<file path="config.mk">
export PLATFORM = sky130hd
export DESIGN_NAME = sram_arb_ctrl
export DESIGN_NICKNAME = d
export VERILOG_FILES = /design/src/rtl/sram_arb_ctrl_pkg.sv /design/src/rtl/rr_arb2.sv /design/src/rtl/sram_arb_ctrl.sv
export SDC_FILE = /design/constraint.sdc
export NUM_CORES = 1
export LEC_CHECK = 0
export ABC_CLOCK_PERIOD_IN_PS = 3000
export CAP_MARGIN = 40
export CORE_ASPECT_RATIO = 0.75
export CORE_MARGIN = 10
export CORE_UTILIZATION = 40
export CTS_CLUSTER_DIAMETER = 30
export DETAILED_ROUTE_END_ITERATION = 12
export PLACE_DENSITY = 0.78
export SLEW_MARGIN = 20
export SYNTH_ARGS = -nofsm -noshare
export SYNTH_HDL_FRONTEND = slang
export SYNTH_HIERARCHICAL = 1
export SYNTH_SLANG_ARGS = --single-unit
</file>
<file path="constraint.sdc">
create_clock -name clk0 -period 3 [get_ports clk0]
set_input_delay 0.9 -clock clk0 [delete_from_list [all_inputs] [get_ports clk0]]
set_output_delay 0.9 -clock clk0 [all_outputs]
set_load 0.005 [all_outputs]
</file>
<file path="src/rtl/sram_arb_ctrl_pkg.sv">
// Shared constants and types for the two-port arbitrated SRAM controller.
package sram_arb_ctrl_pkg;

  localparam int DATA_WIDTH_DEF = 32;
  localparam int ADDR_WIDTH_DEF = 7;
  localparam int READ_LATENCY   = 2;

  typedef enum logic {
    INIT = 1'b0,
    RUN  = 1'b1
  } state_e;

  // Identifies which requester a read in flight belongs to.
  typedef struct packed {
    logic valid;
    logic port;
  } rd_tag_t;

endpackage

</file>
<file path="src/rtl/rr_arb2.sv">
// Two-requester round-robin arbiter; port 0 has priority after reset.
module rr_arb2 (
  input  logic       clk0,
  input  logic       rst0,
  input  logic [1:0] req,
  output logic [1:0] gnt
);

  // Set when port 1 should win the next contested cycle.
  logic prio1_q;

  assign gnt[0] = req[0] & (~req[1] | ~prio1_q);
  assign gnt[1] = req[1] & (~req[0] |  prio1_q);

  // NOTE: sequential state uses non-blocking assignments so every flop samples pre-edge values.
  always_ff @(posedge clk0) begin
    if (rst0) begin
      prio1_q <= 1'b0;
    end else if (|gnt) begin
      prio1_q <= gnt[0];
    end
  end

endmodule

</file>
<file path="src/rtl/sram_arb_ctrl.sv">
// Scrubs a 1rw SRAM macro after reset, then arbitrates two requesters onto it
// with a fixed two-cycle read latency and tag-routed responses.
module sram_arb_ctrl
  import sram_arb_ctrl_pkg::*;
#(
  parameter int DATA_WIDTH = DATA_WIDTH_DEF,
  parameter int ADDR_WIDTH = ADDR_WIDTH_DEF
) (
  input  logic                  clk0,
  input  logic                  rst0,

  input  logic                  m0_valid,
  output logic                  m0_ready,
  input  logic                  m0_we,
  input  logic [ADDR_WIDTH-1:0] m0_addr,
  input  logic [DATA_WIDTH-1:0] m0_wdata,
  output logic                  m0_rvalid,
  output logic [DATA_WIDTH-1:0] m0_rdata,

  input  logic                  m1_valid,
  output logic                  m1_ready,
  input  logic                  m1_we,
  input  logic [ADDR_WIDTH-1:0] m1_addr,
  input  logic [DATA_WIDTH-1:0] m1_wdata,
  output logic                  m1_rvalid,
  output logic [DATA_WIDTH-1:0] m1_rdata,

  output logic                  init_done,

  output logic                  sram_csb0,
  output logic                  sram_web0,
  output logic [ADDR_WIDTH-1:0] sram_addr0,
  output logic [DATA_WIDTH-1:0] sram_din0,
  input  logic [DATA_WIDTH-1:0] sram_dout0
);

  state_e                state_q, state_d;
  logic [ADDR_WIDTH-1:0] cnt_q;
  logic                  run_active;
  logic [1:0]            req, gnt;
  logic                  accept;
  logic                  we_sel;
  logic [ADDR_WIDTH-1:0] addr_sel;
  logic [DATA_WIDTH-1:0] wdata_sel;
  rd_tag_t               tag_q [READ_LATENCY];
  rd_tag_t               tag_out;

  // Reset gates the grant directly so ready is low from the first reset cycle.
  assign run_active = (state_q == RUN) & ~rst0;
  assign req        = {m1_valid, m0_valid} & {2{run_active}};

  rr_arb2 u_arb (
    .clk0 (clk0),
    .rst0 (rst0),
    .req  (req),
    .gnt  (gnt)
  );

  assign m0_ready = gnt[0];
  assign m1_ready = gnt[1];
  assign accept   = |gnt;
  assign tag_out  = tag_q[READ_LATENCY-1];

  // NOTE: every combinational output gets a default first, so no path can infer a latch.
  always_comb begin
    we_sel    = m0_we;
    addr_sel  = m0_addr;
    wdata_sel = m0_wdata;
    if (gnt[1]) begin
      we_sel    = m1_we;
      addr_sel  = m1_addr;
      wdata_sel = m1_wdata;
    end
  end

  always_comb begin
    state_d = state_q;
    if (state_q == INIT && cnt_q == '1) begin
      state_d = RUN;
    end
  end

  always_ff @(posedge clk0) begin
    if (rst0) begin
      state_q <= INIT;
    end else begin
      state_q <= state_d;
    end
  end

  // Macro command, scrub counter and init flag.
  always_ff @(posedge clk0) begin
    if (rst0) begin
      cnt_q      <= '0;
      init_done  <= 1'b0;
      sram_csb0  <= 1'b1;
      sram_web0  <= 1'b1;
      sram_addr0 <= '0;
      sram_din0  <= '0;
    end else begin
      init_done <= (state_d == RUN);
      if (state_q == INIT) begin
        sram_csb0  <= 1'b0;
        sram_web0  <= 1'b0;
        sram_addr0 <= cnt_q;
        sram_din0  <= '0;
        cnt_q      <= cnt_q + ADDR_WIDTH'(1);
      end else if (accept) begin
        sram_csb0  <= 1'b0;
        sram_web0  <= ~we_sel;
        sram_addr0 <= addr_sel;
        sram_din0  <= wdata_sel;
      end else begin
        sram_csb0  <= 1'b1;
        sram_web0  <= 1'b1;
      end
    end
  end

  // Read tags follow the macro: issue, macro capture, then response register.
  always_ff @(posedge clk0) begin
    if (rst0) begin
      for (int i = 0; i < READ_LATENCY; i++) begin
        tag_q[i] <= '0;
      end
      m0_rvalid <= 1'b0;
      m1_rvalid <= 1'b0;
      m0_rdata  <= '0;
      m1_rdata  <= '0;
    end else begin
      tag_q[0] <= '{valid: accept & ~we_sel, port: gnt[1]};
      for (int i = 1; i < READ_LATENCY; i++) begin
        tag_q[i] <= tag_q[i-1];
      end
      m0_rvalid <= tag_out.valid & ~tag_out.port;
      m1_rvalid <= tag_out.valid &  tag_out.port;
      if (tag_out.valid && !tag_out.port) m0_rdata <= sram_dout0;
      if (tag_out.valid &&  tag_out.port) m1_rdata <= sram_dout0;
    end
  end

endmodule
</file>
==> results of run 1 <==
[flip-flops by register name, indices dropped and copies added (netlist names)]
signal         count
cnt_q              7
init_done          1
m0_rdata          32
m0_rvalid          1
m1_rdata          32
m1_rvalid          1
sram_addr0         7
sram_csb0          1
sram_din0         32
sram_web0          1
tag_q              4
u_arb/prio1_q      1
[cell usage in the layout (no fill, tap or decap), types with 5 or more instances in the layout]
| cell type | synthesis | routed |
|---|---|---|
| mux2i_1 | 33 | 33 |
| nand2_1 | 137 | 137 |
| a311oi_1 | 5 | 5 |
| a21oi_1 | 67 | 67 |
| clkdlybuf4s50_1 | 0 | 222 |
| buf_4 | 3 | 11 |
| nor2b_1 | 8 | 7 |
| clkinvlp_4 | 0 | 6 |
| a21o_1 | 6 | 6 |
| dfxtp_1 | 120 | 120 |
| clkbuf_16 | 0 | 17 |
| nand3b_1 | 6 | 6 |
| nor2_1 | 53 | 52 |
| mux2_4 | 31 | 31 |
[area by class of cell]
| type | instances | area share |
|---|---|---|
| Clock buffer | 19 | 0.05731 |
| Clock inverter | 13 | 0.01836 |
| Inverter | 3 | 0.001425 |
| Multi-Input combinational cell | 375 | 0.2918 |
| Sequential cell | 120 | 0.3039 |
| Tap cell | 166 | 0.02628 |
| Timing Repair Buffer | 238 | 0.3009 |
[power breakdown]
group / switching [uW] / internal (uW)
logic: 59.7 / 153
clock network: 748 / 1270
registers: 6.39 / 1600
[worst max-delay path by stage]
stage,endpoint,cells past startpoint,from,slack [ps]
5_1_grt,m1_ready,6,m0_valid,4
3_5_place_dp,m0_ready,5,m0_valid,-330
2_1_floorplan,sram_din0[10],11,rst0,100
4_1_cts,m0_ready,6,m0_valid,20
6_report,m1_ready,6,m0_valid,40
3_3_place_gp,m0_ready,5,m0_valid,-250
[timing repair]
item | CTS | global route
gates resized for setup | 5 | 1
cloned | 0 | 0
hold endpoints to repair | 0 | 0
buffers inserted | 1 | 0
setup endpoints to repair | 2 | 1
pin swaps | 1 | 0
[kinds of logic (layout without fill, tap and decap cells)]
| logic type | Yosys count | after routing | share of synthesized area |
|---|---|---|---|
| AOI/OAI and AO/OA | 86 | 86 | 0.09755 |
| DFF | 120 | 120 | 0.4802 |
| adders and majority gates | 1 | 1 | 0.002501 |
| and+or+nand+nor | 218 | 218 | 0.1858 |
| buffers and inverters | 45 | 273 | 0.06328 |
| muxes | 66 | 66 | 0.1636 |
| xor gates and xnor gates | 4 | 4 | 0.007005 |
[metal layers]
layer / global-route usage / part of all wire
met5: 0 / 0
met2: 0.3286 / 0.53
met4: 0.06915 / 0.018
met3: 0.05033 / 0.060
met1: 0.2010 / 0.39
[worst register-to-register path: stages, from the launching register on]
cell and delay [ps]:
dfxtp_1 380, nand2b_4 90, nor2_4 150, buf_4 130
a21boi_4 170, buf_4 620, mux2_2 420, mux2i_1 120
nor2_1 60
[per-stage QoR]
stage	cell area, um2	hold slack, ps	instances	power (uW)
2_1_floorplan	5002	413.8	540	1676
3_3_place_gp	7242	426.4	899	1842
3_5_place_dp	7269	437.6	900	1848
4_1_cts	7881	449.5	933	3884
5_1_grt	7904	458.2	934	3982
6_report	7904	434.9	934	3839
==> summary.md, run 1 <==
| Metric | Value |
|---|---|
| Most used DFF post-synth | `dfxtp_1` |
| Post-Route WL | `16,250 um` |
| Top-area cell type share of the netlist area | `0.4802` |
| Crit start category | `primary input` |
| Clock sink total | `120` |
| Vias in the first global route | `4,725` |
| Achievable Freq | `337.9 MHz` |
| Top cells by count, synth | `137 x nand2_1, 120 x dfxtp_1, 67 x a21oi_1` |
| Hold_buf cts | `0` |
| Die Area | `17,430 um2` |
| Hold path startpoint | `tag_q[0][0]` |
| Ordered cell list for the critical path | `clkdlybuf4s50_1 > inv_1 > nor2_4 > nand2b_4 > and2_2 > dlygate4sd2_1` |
| Reg2Reg Launch Point | `init_done` |
| First-pass GRT wire length | `25,210 um` |
| Crit-path max FO | `2` |
| Port-buffer cells | `225` |
| Mapped Cells | `540` |
| Top cells by area, synth | `dfxtp_1 48%, nand2_1 10%, mux2_4 9.3%` |
| Post-synthesis sequential area ratio | `0.4802` |
| Final Max Slew Viols | `0` |
| Sequential cell area | `2402 um2` |
| Number of remaining DRC errors | `0` |
| Slew HR | `0.5039` |
| Post-synth ARST share | `0` |
| Syn-to-layout area delta | `58.00%` |
| I/O Pins | `226` |
| Layout cells sized above 1 | `0.1159` |
| Filler cell count | `958` |
| Arrival @ worst endpoint | `2060 ps` |
| Largest net degree at the start of global routing | `91` |
| Synth cell types | `38` |
| CTS H-Tree Depth | `4` |
| Cell Rows | `35` |
| Root Driver | `clkbuf_16` |
| ANT nets after route | `0` |
| Worst setup EP type | `primary output` |
| Fin nets | `872` |
| Clock buffer depth | `2` |
| WHS Endpoint | `tag_q[0][2]` |
| Leak | `0.002734 uW` |
| Hold depth | `1` |
| Detail Placement HPWL | `11,920 um` |
| N_diodes | `0` |
| Cell with the most instances after synthesis | `nand2_1` |
| Die W | `149.1 um` |
| Post-synth EDFFs | `0` |
| Worst R2R End | `sram_din0[6]` |
| Pre-CTS WS | `-332.2 ps` |
| Final number of setup-violating endpoints | `0` |
| CTS Buf Count | `17` |
| Congestion Overflow GR | `0` |
| Synthesis-stage register bit count | `120` |
| Worst skew pair latency | `410 ps` |
| Cell family with most CP delay | `buffers and inverters` |
| Util after Layout | `0.6446` |
| Unrepaired setup endpoints after global routing | `false` |
| Worst vdd ir | `0.4953 mV` |
| Status | `finished, final reports clean` |
| Post-Syn Area | `5002 um2` |
| Via count | `4,570` |
| Min cycle time layout | `2960 ps` |
| Leading area contributor after synthesis | `dfxtp_1` |
| PD cells | `485.7 nW/um2` |
| Critical path buffer and inverter count | `3` |
| Slowest stage delay, CP | `460 ps` |
| Crit path required time | `2100 ps` |
| Actual slew at the worst max-slew pin | `744.2 ps` |
| Max Clock Skew | `15.99 ps` |
| Initial detailed-routing violation count | `241` |
| Worst reg-to-reg setup slack | `730 ps` |
| Core area | `12,260 um2` |
| Tcrit/Tclk final | `0.9865` |
| Synth warn | `6` |
| Via/cell ratio | `4.893` |
| Syn nets | `657` |
| Critical Path Slowest Stage Cell | `clkdlybuf4s50_1` |
| Wire length per cell | `17.40 um` |
| Area occupied by multi-input gates | `2306 um2` |
| Max_cap viols | `0` |
| Setup CP Type | `in -> out` |
| Total GRT Usage | `0.1820` |
| CTS clk-pin slew, worst paths | `60 ps` |
| TritonRoute pass-1 iters | `7` |
| Hold WC Path Type | `reg -> reg` |
| Initial antenna violation count | `0` |
| Vert. Die Dim | `116.8 um` |
| CTS tree | `yes` |
| Cell count of the worst reg-to-reg path | `8` |
| GPL Wtd Cong | `0.7543` |
| Starting density of the core | `0.4080` |
| Worst Slack Setup Final | `40.46 ps` |
| Setup tns final | `0 ps` |
| Fin. Hold Viols | `0` |
| Mean Syn Cell Area | `9.264 um2` |
(Power assumes the default switching activity.)
==> inputs of run 2 (changes only) <==
ABC_AREA = 1   (was default)
CORE_UTILIZATION = 41   (was 40)
PLACE_DENSITY = 0.81   (was 0.78)
==> run 2 against run 1 <==
Wire length shrank 1.9%. Die area shrank 6.6%. Via count grew 7.6%. Power grew 0.98%. Critical path depth is the same. Synthesized cell count grew 26%. Clock power is essentially flat. Utilization grew 5.7 points. Combinational power is essentially flat. Critical path type unchanged. Largest cell class is now buffers.
==> summary.md, run 2 <==
| Metric | Value |
|---|---|
| Synthesis-stage register bit count | `120 (unchanged)` |
| Vias in the first global route | `4,750 (+0.53%)` |
| Worst setup EP type | `primary output` |
| Hold_buf cts | `0 (unchanged)` |
| WHS Endpoint | `tag_q[0][2]` |
| Number of remaining DRC errors | `0 (unchanged)` |
| Sequential power share | `0.415 (-0.004)` |
| Worst reg-to-reg setup slack | `750 ps (+20 ps)` |
| Initial antenna violation count | `0 (unchanged)` |
| Leak | `0.003434 uW (+26%)` |
| Port-buffer cells | `225 (unchanged)` |
| Wire length per cell | `15.07 um (-13%)` |
| Fin. Hold Viols | `0 (unchanged)` |
| Layout cells sized above 1 | `0.06645 (-0.04944)` |
| PD cells | `497.2 nW/um2 (+2.4%)` |
| Syn nets | `796 (+21%)` |
| Starting density of the core | `0.4260 (+0.01809)` |
| Comb pwr share | `0.055 (about the same)` |
| Slew HR | `0.4884 (-0.01547)` |
| TritonRoute pass-1 iters | `6 (-1)` |
| Post-Syn Area | `4732 um2 (-5.4%)` |
| Crit-path max FO | `3 (+1)` |
| Via/cell ratio | `4.648 (-5.0%)` |
| Status | `finished, final reports clean` |
| Die W | `144.1 um (-3.4%)` |
| Top cells by area, synth | `dfxtp_1 51%, nand2_1 14%, nor2_1 13%` |
| Fin nets | `1,022 (+17%)` |
| Final number of setup-violating endpoints | `0 (unchanged)` |
| Hold slack final | `398.8 ps (-36.12 ps)` |
| Placed instance count | `1,023 (+14%)` |
| Area after DPL | `7163 um2 (-1.5%)` |
| Hold WC Path Type | `reg -> reg` |
| Total GRT Usage | `0.1893 (+0.007274)` |
| Commonest non-fill, non-tap cells in the layout | `222 x clkdlybuf4s50_1, 171 x nand2_1, 160 x nor2_1` |
| Worst R2R End | `sram_din0[12]` |
| Max_cap viols | `0 (unchanged)` |
| Post-synthesis sequential area ratio | `0.5077 (+0.02743)` |
| Leading area contributor after synthesis | `dfxtp_1` |
| Mapped Cells | `679 (+26%)` |
| Largest registers | `m0_rdata x32, m1_rdata x32, sram_din0 x32` |
| Initial detailed-routing violation count | `309 (+28%)` |
| Setup tns final | `0 ps (unchanged)` |
| Post-synth EDFFs | `0 (unchanged)` |
| Post-route insts no fill | `1,058 (+13%)` |
| Clock share of power | `0.530 (+0.004)` |
| Crit path required time | `2100 ps (about the same)` |
| Crit path depth | `6 (unchanged)` |
| Cell Rows | `33 (-5.7%)` |
| Tcrit/Tclk final | `0.9741 (-0.01246)` |
| Final Max Slew Viols | `0 (unchanged)` |
| N_diodes | `0 (unchanged)` |
| Critical Path Slowest Stage Cell | `clkdlybuf4s50_1` |
| Crit start category | `primary input` |
| Largest net degree at the start of global routing | `65 (-29%)` |
| Power Internal | `3105 uW (+2.6%)` |
| Clock buffer depth | `2 (unchanged)` |
| Worst Slack Setup Final | `77.84 ps (+37.39 ps)` |
| Detail Placement HPWL | `11,600 um (-2.6%)` |
| Synth cell types | `20 (-47%)` |
| Post-synth ARST share | `0 (unchanged)` |
| Cell with the most instances after synthesis | `nand2_1` |
| GPL Wtd Cong | `0.8010 (+6.2%)` |
| Worst vdd ir | `0.5085 mV (+2.7%)` |
| Min cycle time layout | `2922 ps (-37.39 ps)` |
| Top-area cell type share of the netlist area | `0.5077 (+0.02743)` |
| Post-Route WL | `15,940 um (-1.9%)` |
| I/O Pins | `226 (unchanged)` |
| Unrepaired setup endpoints after global routing | `false` |
| Hold depth | `2 (+1)` |
| Worst skew pair latency | `400 ps (about the same)` |
| Actual slew at the worst max-slew pin | `765.6 ps (+21.38 ps)` |
| CTS Buf Count | `17 (unchanged)` |
| Commonest non-fill, non-tap cell in the layout | `clkdlybuf4s50_1` |
| CTS H-Tree Depth | `4 (unchanged)` |
| Cell count of the worst reg-to-reg path | `12 (+4)` |
| Congestion Overflow GR | `0 (unchanged)` |
| Die Area | `16,280 um2 (-6.6%)` |
| Pre-CTS WS | `-340.2 ps (-8.001 ps)` |
| Arrival @ worst endpoint | `2020 ps (-40 ps)` |
| Clock sink total | `120 (unchanged)` |
| Net switching power figure | `772.0 uW (-5.1%)` |
| Top cells by count, synth | `172 x nand2_1, 163 x nor2_1, 120 x dfxtp_1` |
| Root Driver | `clkbuf_16` |
| Most used DFF post-synth | `dfxtp_1` |
| Via count | `4,918 (+7.6%)` |
| Slowest stage delay, CP | `450 ps (about the same)` |
| Core area | `11,110 um2 (-9.4%)` |
| Ordered cell list for the critical path | `clkdlybuf4s50_1 > inv_1 > nor2_2 > nand2_2 > and2_1 > dlygate4sd2_1` |
| Setup CP Type | `in -> out` |
| Achievable Freq | `342.2 MHz (+1.3%)` |
| Vert. Die Dim | `113.0 um (-3.3%)` |
| Reg2Reg Launch Point | `init_done` |
| Critical path buffer and inverter count | `3 (unchanged)` |
| Synth warn | `6 (unchanged)` |
| Syn-to-layout area delta | `64.78%` |
| Cell family with most CP delay | `buffers and inverters` |
| Post-route cell area | `7797 um2 (-1.3%)` |
| Mean Syn Cell Area | `6.969 um2 (-25%)` |
| CTS clk-pin slew, worst paths | `50 ps (about the same)` |
| CTS tree | `yes` |
| ANT nets after route | `0 (unchanged)` |
| Hold path startpoint | `tag_q[0][0]` |
| Sw frac | `0.1992 (-0.01283)` |
| First-pass GRT wire length | `24,800 um (-1.6%)` |
| Max Clock Skew | `9.668 ps (-6.322 ps)` |
[run 2: cell types whose count changed after synthesis, sizes merged, moves of 8 or more]
| cell | delta |
|---|---|
| nor2 | +113 |
| o21ai | +74 |
| a21oi | -61 |
| inv | +49 |
| nand3 | +43 |
| nand2 | +35 |
| mux2 | -33 |
| mux2i | -33 |
| nor2b | -8 |
[run 2: how the worst max path moves through the flow]
stage / from / to / slack (ps)
floorplan: rst0 / m0_ready / 400
global placement: rst0 / m0_ready / -300
detailed placement: rst0 / m0_ready / -340
CTS: m1_valid / m0_ready / 70
global route: rst0 / m0_ready / 9
finish: m1_valid / m0_ready / 80
[run 2: logic make-up after synthesis]
| kind of cell | count (synthesis) | synth area share |
|---|---|---|
| AOI/OAI and AO/OA | 80 | 0.08461 |
| adders and majority gates | 1 | 0.002644 |
| buffers and inverters | 91 | 0.08065 |
| DFF | 120 | 0.5077 |
| and+or+nand+nor | 387 | 0.3244 |
[run 2: final cells by class]
class,instances,area (um2)
clock buffers,21,460.4
fillers,915,3309
inverters,53,198.9
well taps,140,175.2
multi-input cells,468,1969
flip-flops and latches,120,2402
repair buffers,245,2444
clock inverters,11,147.6
[run 2: per-stage QoR]
stage / power, uW / utilization
after CTS: 3911 / 0.7020
after floorplan: 1681 / -
final: 3877 / 0.7020
after global placement: 1852 / 0.6424
after detailed placement: 1854 / 0.6449
after global routing: 4007 / 0.7020
[run 2: routing by layer]
layer,part of all wire,track usage
met1,0.43,0.2288
met3,0.071,0.05349
met4,0.013,0.05567
met2,0.49,0.3196
met5,0,0
[run 2: power by group through the flow]
stage | logic (uW) | clock network [uW] | registers [uW]
global route | 231 | 2170 | 1610
detailed placement | 212 | 0 | 1640
CTS | 214 | 2090 | 1610
floorplan | 39.4 | 0 | 1640
finish | 213 | 2050 | 1610
global placement | 210 | 0 | 1640
[run 2: repair_timing]
action                     in CTS  in global routing
setup endpoints to repair       2                  0
setup buffers                   3                  0
resized for setup               6                  0
[run 2: worst reg2reg max path, delay by kind of cell (launching register included)]
kind	cells	cell delay [ps]
AO/OA/AOI/OAI	1	50
buffers and inverters	5	610
flip-flops	1	340
AND/OR/NAND/NOR	6	1200
